<file path="src/rtl/pet2001_vram_arbiter_pkg.sv">
// Shared widths, FSM state encoding and small helpers for the PET screen-RAM arbiter.
package pet2001_vram_pkg;

  localparam int unsigned VRAM_AW = 11;
  localparam int unsigned VRAM_DW = 8;

  typedef enum logic [2:0] {
    IDLE  = 3'd0,
    VID_A = 3'd1,
    VID_D = 3'd2,
    CPU_A = 3'd3,
    CPU_D = 3'd4
  } state_e;

  // States in which the next RAM slot is allocated
  function automatic logic is_decision(input state_e s);
    return (s == IDLE) || (s == VID_D) || (s == CPU_D);
  endfunction

endpackage

</file>
<file path="src/rtl/pet2001_vram_arbiter_if.sv">
// Video-fetch, CPU-window and RAM-macro signals of the screen-RAM arbiter.
interface pet2001_vram_arbiter_if
  import pet2001_vram_pkg::*;
#(
  parameter int unsigned AW = VRAM_AW,
  parameter int unsigned DW = VRAM_DW
);

  logic          vid_req;
  logic [AW-1:0] vid_addr;
  logic [DW-1:0] vid_data;
  logic          vid_valid;
  logic          vid_overrun;

  logic          cpu_req;
  logic          cpu_we;
  logic [AW-1:0] cpu_addr;
  logic [DW-1:0] cpu_wdata;
  logic          cpu_ack;
  logic [DW-1:0] cpu_rdata;

  logic [AW-1:0] ram_addr;
  logic          ram_we;
  logic [DW-1:0] ram_wdata;
  logic [DW-1:0] ram_rdata;

  // Arbiter side
  modport slave (
    input  vid_req, vid_addr, cpu_req, cpu_we, cpu_addr, cpu_wdata, ram_rdata,
    output vid_data, vid_valid, vid_overrun, cpu_ack, cpu_rdata,
           ram_addr, ram_we, ram_wdata
  );

  // Video fetch, CPU decoder and RAM macro side
  modport master (
    output vid_req, vid_addr, cpu_req, cpu_we, cpu_addr, cpu_wdata, ram_rdata,
    input  vid_data, vid_valid, vid_overrun, cpu_ack, cpu_rdata,
           ram_addr, ram_we, ram_wdata
  );

endinterface

</file>
<file path="src/rtl/pet2001_vram_arbiter.sv">
// Single-port screen-RAM arbiter: video fetch has absolute priority, CPU accesses
// fill the remaining slots through a req/ack handshake. All outputs are registered.
module pet2001_vram_arbiter
  import pet2001_vram_pkg::*;
#(
  parameter int unsigned AW = VRAM_AW,
  parameter int unsigned DW = VRAM_DW
) (
  input  logic                  clk,
  input  logic                  reset,
  pet2001_vram_arbiter_if.slave bus
);

  state_e        state_q, state_d;
  logic          pend_q, pend_d;
  logic [AW-1:0] pend_addr_q, pend_addr_d;
  logic          overrun_q, overrun_d;

  logic [AW-1:0] ram_addr_q, ram_addr_d;
  logic          ram_we_q, ram_we_d;
  logic [DW-1:0] ram_wdata_q, ram_wdata_d;

  logic [DW-1:0] vid_data_q, vid_data_d;
  logic          vid_valid_q, vid_valid_d;
  logic          cpu_ack_q, cpu_ack_d;
  logic [DW-1:0] cpu_rdata_q, cpu_rdata_d;
  logic          cpu_wr_q, cpu_wr_d;

  logic          vid_want;
  logic          cpu_elig;
  logic [AW-1:0] vid_sel_addr;

  // A same-cycle vid_req counts as pending and its address wins over a stale one
  always_comb begin
    vid_want     = pend_q | bus.vid_req;
    vid_sel_addr = bus.vid_req ? bus.vid_addr : pend_addr_q;
    cpu_elig     = bus.cpu_req && (state_q != CPU_D) && !cpu_ack_q;
  end

  always_comb begin
    state_d     = state_q;
    pend_d      = pend_q;
    pend_addr_d = pend_addr_q;
    overrun_d   = overrun_q;
    ram_addr_d  = ram_addr_q;
    ram_we_d    = 1'b0;
    ram_wdata_d = ram_wdata_q;
    vid_data_d  = vid_data_q;
    vid_valid_d = 1'b0;
    cpu_ack_d   = 1'b0;
    cpu_rdata_d = cpu_rdata_q;
    cpu_wr_d    = cpu_wr_q;

    if (bus.vid_req) begin
      pend_d      = 1'b1;
      pend_addr_d = bus.vid_addr;
      if (pend_q) begin
        overrun_d = 1'b1;
      end
    end

    unique case (state_q)
      VID_A: state_d = VID_D;
      CPU_A: state_d = CPU_D;
      VID_D: begin
        vid_data_d  = bus.ram_rdata;
        vid_valid_d = 1'b1;
      end
      CPU_D: begin
        if (!cpu_wr_q) begin
          cpu_rdata_d = bus.ram_rdata;
        end
        cpu_ack_d = 1'b1;
      end
      default: ;
    endcase

    // Slot allocation: video first, then an eligible CPU request
    if (is_decision(state_q)) begin
      if (vid_want) begin
        state_d    = VID_A;
        ram_addr_d = vid_sel_addr;
        pend_d     = 1'b0;
      end else if (cpu_elig) begin
        state_d     = CPU_A;
        ram_addr_d  = bus.cpu_addr;
        ram_we_d    = bus.cpu_we;
        ram_wdata_d = bus.cpu_wdata;
        cpu_wr_d    = bus.cpu_we;
      end else begin
        state_d = IDLE;
      end
    end
  end

  always_ff @(posedge clk) begin
    if (reset) begin
      state_q     <= IDLE;
      pend_q      <= 1'b0;
      pend_addr_q <= '0;
      overrun_q   <= 1'b0;
      ram_addr_q  <= '0;
      ram_we_q    <= 1'b0;
      ram_wdata_q <= '0;
      vid_data_q  <= '0;
      vid_valid_q <= 1'b0;
      cpu_ack_q   <= 1'b0;
      cpu_rdata_q <= '0;
      cpu_wr_q    <= 1'b0;
    end else begin
      state_q     <= state_d;
      pend_q      <= pend_d;
      pend_addr_q <= pend_addr_d;
      overrun_q   <= overrun_d;
      ram_addr_q  <= ram_addr_d;
      ram_we_q    <= ram_we_d;
      ram_wdata_q <= ram_wdata_d;
      vid_data_q  <= vid_data_d;
      vid_valid_q <= vid_valid_d;
      cpu_ack_q   <= cpu_ack_d;
      cpu_rdata_q <= cpu_rdata_d;
      cpu_wr_q    <= cpu_wr_d;
    end
  end

  assign bus.ram_addr    = ram_addr_q;
  assign bus.ram_we      = ram_we_q;
  assign bus.ram_wdata   = ram_wdata_q;
  assign bus.vid_data    = vid_data_q;
  assign bus.vid_valid   = vid_valid_q;
  assign bus.vid_overrun = overrun_q;
  assign bus.cpu_ack     = cpu_ack_q;
  assign bus.cpu_rdata   = cpu_rdata_q;

endmodule
</file>
<file path="src/flat_wrapper.sv">
// flat-port wrapper written by rule: the top's interface ports become plain ports
module pet2001_vram_arbiter_flat import pet2001_vram_pkg::*;
#(
  parameter int unsigned AW = VRAM_AW,
  parameter int unsigned DW = VRAM_DW
)
  (clk, reset, bus_vid_req, bus_vid_addr, bus_cpu_req, bus_cpu_we, bus_cpu_addr, bus_cpu_wdata, bus_ram_rdata, bus_vid_data, bus_vid_valid, bus_vid_overrun, bus_cpu_ack, bus_cpu_rdata, bus_ram_addr, bus_ram_we, bus_ram_wdata);
  pet2001_vram_arbiter_if #(.AW(AW), .DW(DW)) bus_i ();
  input  logic clk;
  input  logic reset;
  input wire logic [$bits(bus_i.vid_req)-1:0] bus_vid_req;
  input wire logic [$bits(bus_i.vid_addr)-1:0] bus_vid_addr;
  input wire logic [$bits(bus_i.cpu_req)-1:0] bus_cpu_req;
  input wire logic [$bits(bus_i.cpu_we)-1:0] bus_cpu_we;
  input wire logic [$bits(bus_i.cpu_addr)-1:0] bus_cpu_addr;
  input wire logic [$bits(bus_i.cpu_wdata)-1:0] bus_cpu_wdata;
  input wire logic [$bits(bus_i.ram_rdata)-1:0] bus_ram_rdata;
  output wire logic [$bits(bus_i.vid_data)-1:0] bus_vid_data;
  output wire logic [$bits(bus_i.vid_valid)-1:0] bus_vid_valid;
  output wire logic [$bits(bus_i.vid_overrun)-1:0] bus_vid_overrun;
  output wire logic [$bits(bus_i.cpu_ack)-1:0] bus_cpu_ack;
  output wire logic [$bits(bus_i.cpu_rdata)-1:0] bus_cpu_rdata;
  output wire logic [$bits(bus_i.ram_addr)-1:0] bus_ram_addr;
  output wire logic [$bits(bus_i.ram_we)-1:0] bus_ram_we;
  output wire logic [$bits(bus_i.ram_wdata)-1:0] bus_ram_wdata;
  assign bus_i.vid_req = bus_vid_req;
  assign bus_i.vid_addr = bus_vid_addr;
  assign bus_i.cpu_req = bus_cpu_req;
  assign bus_i.cpu_we = bus_cpu_we;
  assign bus_i.cpu_addr = bus_cpu_addr;
  assign bus_i.cpu_wdata = bus_cpu_wdata;
  assign bus_i.ram_rdata = bus_ram_rdata;
  assign bus_vid_data = bus_i.vid_data;
  assign bus_vid_valid = bus_i.vid_valid;
  assign bus_vid_overrun = bus_i.vid_overrun;
  assign bus_cpu_ack = bus_i.cpu_ack;
  assign bus_cpu_rdata = bus_i.cpu_rdata;
  assign bus_ram_addr = bus_i.ram_addr;
  assign bus_ram_we = bus_i.ram_we;
  assign bus_ram_wdata = bus_i.ram_wdata;
  pet2001_vram_arbiter #(.AW(AW), .DW(DW)) u_core (.clk(clk), .reset(reset), .bus(bus_i));
endmodule
</file>
<file path="config.mk">
export PLATFORM = sky130hd
export DESIGN_NAME = pet2001_vram_arbiter_flat
export DESIGN_NICKNAME = d
export VERILOG_FILES = /design/src/rtl/pet2001_vram_arbiter_pkg.sv /design/src/rtl/pet2001_vram_arbiter_if.sv /design/src/rtl/pet2001_vram_arbiter.sv /design/src/flat_wrapper.sv
export SDC_FILE = /design/constraint.sdc
export NUM_CORES = 1
export LEC_CHECK = 0
export BUFFER_PORTS_ARGS = -buffer_cell sky130_fd_sc_hd__buf_2
export CAP_MARGIN = 10
export CORE_UTILIZATION = 49
export DETAILED_ROUTE_END_ITERATION = 7
export GPL_ROUTABILITY_DRIVEN = 0
export PLACE_DENSITY = 0.87
export SETUP_SLACK_MARGIN = 0.15
export SYNTH_ARGS = -nofsm -noshare
export SYNTH_HDL_FRONTEND = slang
export SYNTH_SLANG_ARGS = --single-unit
</file>
<file path="constraint.sdc">
create_clock -name clk -period 1.95 [get_ports clk]
set_clock_uncertainty 0.15 [all_clocks]
set_input_delay 0 -clock clk [delete_from_list [all_inputs] [get_ports clk]]
set_output_delay 0 -clock clk [all_outputs]
set_load 0.01 [all_outputs]
</file>
## After elaboration in Yosys (flattened, before gate mapping)

Cells that the tools add are included.
W data, S select, Z words.

| word-level totals | value |
|---|---|
| word-level logic and storage cells | 47 |
| output and inout bits | 39 |
| flip-flop bits (word level) | 55 |

| operators by class | value |
|---|---|
| multiplexer cells | 12 |
| reductions and logical operators | 13 |
| bitwise operators | 5 |
| equality and inequality tests | 5 |

Operator list:

| kind | number |
|---|---|
| $mux W11 | 3 |
| $eq A3 B2 Y1 const B | 2 |
| $mux W3 | 2 |
| $pmux W3 S2 | 1 |
| $reduce_and A2 Y1 | 3 |
| $mux W1 | 5 |
| $not A1 Y1 | 4 |
| $reduce_or A4 Y1 | 1 |
| $eq A3 B1 Y1 const B | 1 |
| $eq A3 B3 Y1 const B | 1 |
| $logic_not A3 Y1 | 1 |
| $ne A3 B3 Y1 const B | 1 |
| $reduce_and A3 Y1 | 1 |
| $reduce_bool A3 Y1 | 1 |
| $logic_and A1 B1 Y1 | 2 |
| $logic_or A1 B1 Y1 | 2 |
| $mux W2 | 1 |
| $reduce_bool A2 Y1 | 1 |
| $logic_not A1 Y1 | 1 |
| $or A1 B1 Y1 | 1 |

## Longest topological paths before layout

Gate-level depths: netlist of the first run.

| logic depth | value |
|---|---|
| depth after elaboration | 6 |
| mapped depth | 6 |
| depth with buffers taken out | 4 |

## Least setup slack after synthesis of the first run

Ideal clock, no wire load.

| path | value |
|---|---|
| path kind | register to register |
| start point | register u_core.pend_q |
| end point | register u_core.ram_addr_q[0], in the netlist u_core.bus.ram_addr[0] |
| buffers on the path | 1 |
| data required time | 1678 ps |
| library setup time | 122 ps |
| data arrival time | 1135 ps |
| stages on the path, launching flop included | 5 |
| slack | 543 ps |
| cell sequence | dfxtp_1 -> buf_4 -> mux2_2 -> o21ai_0 -> mux2i_1 |

| between the ends | value |
|---|---|
| cells in the longest elaborated chain, start to end | 3 |

Ends and longest elaborated chain:

| item | line | text |
|---|---|---|
| from (decl) | pet2001_vram_arbiter.sv:15 | `logic pend_q, pend_d;` |
| from (signal assigned) | pet2001_vram_arbiter.sv:112 | `pend_q <= pend_d;` |
| $or A1 B1 Y1 (*) | pet2001_vram_arbiter.sv:35 | `vid_want = pend_q \| bus.vid_req;` |
| $reduce_bool A2 Y1 (no line) | n/a |  |
| $reduce_and A2 Y1 (no line) | n/a |  |
| to (signal assigned) | pet2001_vram_arbiter.sv:115 | `ram_addr_q <= ram_addr_d;` |
| to (decl) | pet2001_vram_arbiter.sv:19 | `logic [AW-1:0] ram_addr_q, ram_addr_d;` |

Mark *: on every way between the ends. The rest lies on a longest branch, timed or not.
A chain may end at the register's enable or synchronous reset.

## Final worst setup path of the first run

| path | value |
|---|---|
| start point | input port bus_vid_req |
| end point | register u_core.ram_addr_q[0], in the netlist u_core.bus.ram_addr[0] |

| between the ends | value |
|---|---|
| cells in the longest elaborated chain, start to end | 3 |

Ends and longest elaborated chain:

| item | line | text |
|---|---|---|
| from (decl) | flat_wrapper.sv:11 | `input wire logic [$bits(bus_i.vid_req)-1:0] bus_vid_req;` |
| $or A1 B1 Y1 | pet2001_vram_arbiter.sv:35 |  |
| $reduce_bool A2 Y1 (no line) | n/a |  |
| $reduce_and A2 Y1 (no line) | n/a |  |

Parallel ways exist; a longest one is shown, timed or not.

==> impl_metrics.ini, run 1 <==
[global_routing]
grt_antenna_before_repair = 0
grt_pass1_vias = 2175
grt_pass1_wl_um = 10210
grt_usage = 0.2604
grt_remaining_overflow = 0
grt_max_degree = 46

[synthesis]
synthMuxAreaShare = 0.1877
yosysUniqueCellTypes = 24
synth_top_area_frac = 0.4759
yosys.area_share.simple = 0.1666
synth_compound_area_frac = 0.1120
yosysSeqAreaShare = 0.4759
ys_top_cells_by_area = dfxtp_1 48%, mux2i_1 13%, a21oi_1 6.7%, nand2_1 5.8%, mux2_2 5.4%
synth_top_family_by_area = multiplexers
synthAdderAreaFrac = 0
synth_nets = 296
synth_xor_area_frac = 0
yosysWarnings = 0
synthCells = 253
avgSynthCellArea_um2 = 9.144
syn_area_um2 = 2313
ys_ff_latch = 55
yosysTopAreaCell = dfxtp_1

[critical_path]
crit_chain = dlygate4sd3_1 -> buf_2 -> nor2_2 -> nand2_1 -> o311ai_4 -> buf_4 -> mux2i_1
critPathArrivalTime_ps = 1790
start_kind = input port
critical-path-max-stage-delay_ps = 550
crit_path_end_kind = flop
cp_top_family = buffers and inverters
critPathKind = input port to flop
cp.required_ps = 2030
crit_path_top_delay_cell = dlygate4sd3_1
crit_buf_inv = 3
worstPathMaxFanout = 16

[placement]
io_buffers = 81
post-dp-hpwl_um = 3672
place.detailed.instances = 375

[route]
first_pass_iters = 6
final_antenna_net_count = 0
wl_per_cell_um = 15.05
first_iter_violations = 158
drt-total-wl_um = 6338
drc = 9
vias_per_cell = 5.306
vias = 2234

[sta]
maxSlewViolCount = 0
tightest_slew_ps = 737.2
rsz0062_at_grt = false
setup_viol = 0
min_period_ps = 1711
finalHoldViolations = 0
fmax_ghz = 0.5844
fin_crit_sh = 0.8775
relSlewSlack = 0.5085
whs_ps = 1.674
setup_tns_ps = 0

[floorplan]
core_um2 = 4444
die_area_um2 = 5000
initial_utilization = 0.5206
num_rows = 24
die_w_um = 70.71
die_h_um = 70.71
io_pins = 82

[run_status]
status = finished, violations left
violations = DRC

[clock_tree]
clk_latency_ps = 310
clock-sinks = 55
cts_tree = yes
post_cts_buffers = 0
clockBufferDepth = 2
cts.clk_slew.worst_paths_ps = 100
htree_levels = 2
cts_root_buf = clkbuf_8
cts_buffers = 5

[finish]
n_fill_cell = 282
area_delta_synth_final_pct = 40.08
final_util = 0.7292
nets = 411
stdcell_count = 421
drive_gt1_frac = 0.3062
antenna_cells = 0

[power_and_ir_drop]
ir_worst_vdd_v = 0.0005186
powerDensity_nw_per_um2 = 762.9
p_leak_nw = 1.548

[job]
maxCapViolations = 0

[min_path]
hp-class = input port to flop
logic make-up after synthesis:
logic type             count (synthesis)
AOI/OAI and AO/OA                     46
buffers and inverters                 28
DFF                                   55
muxes                                 42
and+or+nand+nor                       82
registers in the layout (all words and copies together), names as in the netlist:
signal,flops
u_core.state_q,3
u_core.bus.ram_addr,11
u_core.bus.cpu_rdata,8
u_core.pend_addr_q,11
u_core.bus.cpu_ack,1
u_core.bus.vid_overrun,1
u_core.bus.vid_valid,1
u_core.bus.ram_wdata,8
u_core.pend_q,1
u_core.bus.ram_we,1
u_core.bus.vid_data,8
u_core.cpu_wr_q,1
through the flow:
step	cell area, µm²	setup WS, ps	total power, mW
after floorplan	2313	543.5	1.489
after CTS	3238	286.5	2.460
after global routing	3241	160.3	2.577
after global placement	2736	411.8	1.601
final	3241	238.8	2.472
after detailed placement	2736	341.9	1.613
power breakdown:
part,total (mW),switching [mW],internal [mW],leakage [nW]
registers,1.24,0.0509,1.19,0.450
logic,0.426,0.207,0.218,1.04
clock network,0.804,0.381,0.423,0.0618
metal layers:
metal,track usage,up-vias,share of wire
met1,0.2915,1057,0.39
met4,0.1400,0,0.041
met3,0.04701,27,0.039
li1,-,1064,-
met2,0.4690,86,0.53
met5,0,-,0
cell type report:
type / count / area [µm²] / share of cell area
multi-input combinational: 170 / 1081 / 0.3336
sequential: 55 / 1101 / 0.3398
clock inverter: 2 / 38.79 / 0.01197
timing repair buffer: 125 / 830.8 / 0.2564
inverter: 11 / 41.29 / 0.01274
tap: 52 / 65.06 / 0.02008
clock buffer: 6 / 82.58 / 0.02548
synthesized netlist by cell type, drive strengths merged:
| cell | instances |
|---|---|
| o311ai | 1 |
| nor3b | 3 |
| mux2 | 11 |
| dfxtp | 55 |
| and2 | 1 |
| nand3 | 1 |
| a21oi | 33 |
| mux2i | 31 |
| nor2 | 26 |
| nand2 | 36 |
| clkbuf | 8 |
| nor3 | 1 |
| buf | 9 |
| nor2b | 1 |
| or3b | 1 |
| inv | 11 |
| o21ai | 12 |
| nand2b | 12 |
worst min-delay path, stage by stage:
cell and delay, ps:
buf_2 80, mux2_2 140, o21ai_0 60, mux2i_1 130
final timing paths:
| check | cells after the start | slack [ps] | to | startpoint |
|---|---|---|---|---|
| setup / recovery | 7 | 240 | u_core.bus.ram_addr[0] | bus_vid_req |
| hold / removal | 4 | 2 | u_core.bus.ram_addr[4] | bus_cpu_addr[4] |
| setup reg to reg | 4 | 240 | u_core.bus.ram_addr[8] | u_core.pend_q |
| hold reg to reg | 2 | 310 | u_core.bus.vid_data[6] | u_core.bus.vid_data[6] |
cell usage in the layout (no fill, tap or decap):
cell           netlist  layout
nor2_8               1       1
a21oi_2              2       2
or3b_4               1       1
nor2_1              25      24
o21ai_0             12      12
and2_1               1       1
mux2i_1             31      31
nor2b_1              1       1
a21oi_1             31      31
inv_6                0       1
nand2_1             36      36
nand3_1              1       1
o311ai_4             1       1
clkbuf_8             0       6
dlygate4sd3_1        0      38
bufinv_16            0       1
nor3b_1              2       2
nor3b_2              1       1
mux2_2              11      11
nand2b_1            12      12
inv_1               11      11
nor3_1               1       1
nor2_2               0       1
dfxtp_1             55      55
buf_4                2       6
buf_2                4      81
what timing repair did:
item	4_1_cts	5_1_grt
hold buffers	38	0
endpoints found under the setup margin	0	6
endpoints found under the hold margin	49	0
resized for setup	0	1
(Power assumes the default switching activity.)
==> inputs of run 2 (changes only) <==
--- a/config.mk
+++ b/config.mk
@@ -5,13 +5,12 @@
 export SDC_FILE = /design/constraint.sdc
 export NUM_CORES = 1
 export LEC_CHECK = 0
-export BUFFER_PORTS_ARGS = -buffer_cell sky130_fd_sc_hd__buf_2
+export BUFFER_PORTS_ARGS = -buffer_cell sky130_fd_sc_hd__clkbuf_2
 export CAP_MARGIN = 10
 export CORE_UTILIZATION = 49
 export DETAILED_ROUTE_END_ITERATION = 7
 export GPL_ROUTABILITY_DRIVEN = 0
 export PLACE_DENSITY = 0.87
-export SETUP_SLACK_MARGIN = 0.15
 export SYNTH_ARGS = -nofsm -noshare
 export SYNTH_HDL_FRONTEND = slang
 export SYNTH_SLANG_ARGS = --single-unit
==> impl_metrics.ini, run 2 (synthesis results as in run 1) <==
[run_status]
violations = DRC, hold timing
status = finished, violations left

[power_and_ir_drop]
p_sw_frac = 0.2536
internal_power_mw = 1.787
p_total_mw = 2.394
p_leak_nw = 1.517
powerDensity_nw_per_um2 = 742.9
pwr-share-seq = 0.519
ir_worst_vdd_v = 0.0005825
p_comb_frac = 0.178
p_switching_uw = 607.0
clockPowerShare = 0.303

[clock_tree]
post_cts_buffers = 0
cts_tree = yes
clockBufferDepth = 2
htree_levels = 2
cts_buffers = 5
cts.clk_slew.worst_paths_ps = 100
cts_hold_buf = 37
cts_root_buf = clkbuf_8
cts_resized = 0
clock-sinks = 55
clk_latency_ps = 310

[route]
first_pass_iters = 6
wl_per_cell_um = 15.05
final_antenna_net_count = 0
drt-total-wl_um = 6307
vias = 2183
drc = 9
vias_per_cell = 5.210
first_iter_violations = 221

[critical_path]
r2r-start = u_core.pend_q
cp_top_family = flip-flops
startpoint = u_core.pend_q
cp_num_cells = 4
worstReg2RegEnd = u_core.bus.ram_addr[4]
critPathKind = flop to flop
crit_path_end_kind = flop
ff2ff_path_depth = 4
critical-path-max-stage-delay_ps = 540
worstPathMaxFanout = 8
crit_buf_inv = 1
start_kind = flop
reg2reg_setup_slack_ps = 220
crit_chain = buf_4 -> mux2_2 -> o21ai_0 -> mux2i_1
crit_end = u_core.bus.ram_addr[4]
crit_path_top_delay_cell = dfxtp_1
cp.required_ps = 2000
critPathArrivalTime_ps = 1780

[sta]
relSlewSlack = 0.6527
tightest_slew_ps = 520.9
fmax_ghz = 0.5766
finalHoldViolations = 1
whs_ps = -4.474
fin_crit_sh = 0.8894
setup_tns_ps = 0
setup_viol = 0
rsz0062_at_grt = false
maxSlewViolCount = 0
min_period_ps = 1734

[finish]
antenna_cells = 0
final_cell_mix = 81 x clkbuf_2, 55 x dfxtp_1, 37 x dlygate4sd3_1
area_delta_synth_final_pct = 39.26
final_common_cell = clkbuf_2
nets = 410
drive_gt1_frac = 0.2997

[global_routing]
grt_pass1_vias = 2229
grt_pass1_wl_um = 10250
grt_remaining_overflow = 0
grt_max_degree = 31
grt_usage = 0.2637
grt_antenna_before_repair = 0

[floorplan]
core_um2 = 4444
die_area_um2 = 5000
io_pins = 82
die_h_um = 70.71
die_w_um = 70.71
initial_utilization = 0.5206
num_rows = 24

[min_path]
hp-start = bus_cpu_addr[0]
hp-class = input port to flop

[placement]
io_buffers = 81
post-dp-hpwl_um = 3694

[job]
maxCapViolations = 0
==> run 2: cell types whose count changed in the layout (fill, tap and decap cells not counted), sizes merged <==
cell | before | now
buf | 87 | 6
dlygate4sd3 | 38 | 37
clkbuf | 6 | 87
inv | 12 | 11
==> run 2: area by class of cell <==
class,count,area (µm²)
Multi-Input combinational cell,170,1079
Tap cell,52,65.06
Fill cell,289,1222
Inverter,11,41.29
Sequential cell,55,1101
Clock buffer,6,72.57
Timing Repair Buffer,124,833.3
Clock inverter,1,30.03
==> run 2: metrics by stage <==
step,setup slack (ps),area (µm²),std cells,utilization
after floorplan,543.5,2313,253,-
after global placement,411.3,2749,375,0.6185
after detailed placement,344.3,2749,375,0.6185
after CTS,306.6,3222,419,0.7249
after global routing,185.9,3222,419,0.7249
final,215.6,3222,419,0.7249
==> run 2: per-layer routing <==
layer / part of all wire / up-vias / track usage
li1: - / 1060 / -
met1: 0.38 / 1017 / 0.2899
met2: 0.54 / 89 / 0.4808
met3: 0.046 / 17 / 0.05556
met4: 0.033 / 0 / 0.1311
met5: 0 / - / 0
==> run 2: how the worst min path moves through the flow <==
stage	endpoint	slack, ps	cells after the start
2_1_floorplan	u_core.bus.cpu_rdata[0]	-10	2
3_3_place_gp	u_core.bus.ram_wdata[1]	80	3
3_5_place_dp	u_core.bus.ram_wdata[0]	90	3
4_1_cts	u_core.bus.ram_addr[6]	5	4
5_1_grt	u_core.bus.ram_addr[6]	40	4
6_report	u_core.bus.ram_addr[0]	-4	4
==> run 2: power groups by stage <==
stage | logic (mW) | registers (mW) | clock network, mW
after global routing | 0.463 | 1.25 | 0.777
final | 0.427 | 1.24 | 0.725
after detailed placement | 0.353 | 1.26 | 0
after floorplan | 0.214 | 1.28 | 0
after global placement | 0.344 | 1.26 | 0
after CTS | 0.414 | 1.24 | 0.736
==> run 2: worst reg2reg max path, cell delays in order, from the launching register on <==
cell and delay [ps]:
dfxtp_1 540, buf_4 260, mux2_2 360, o21ai_0 200, mux2i_1 110
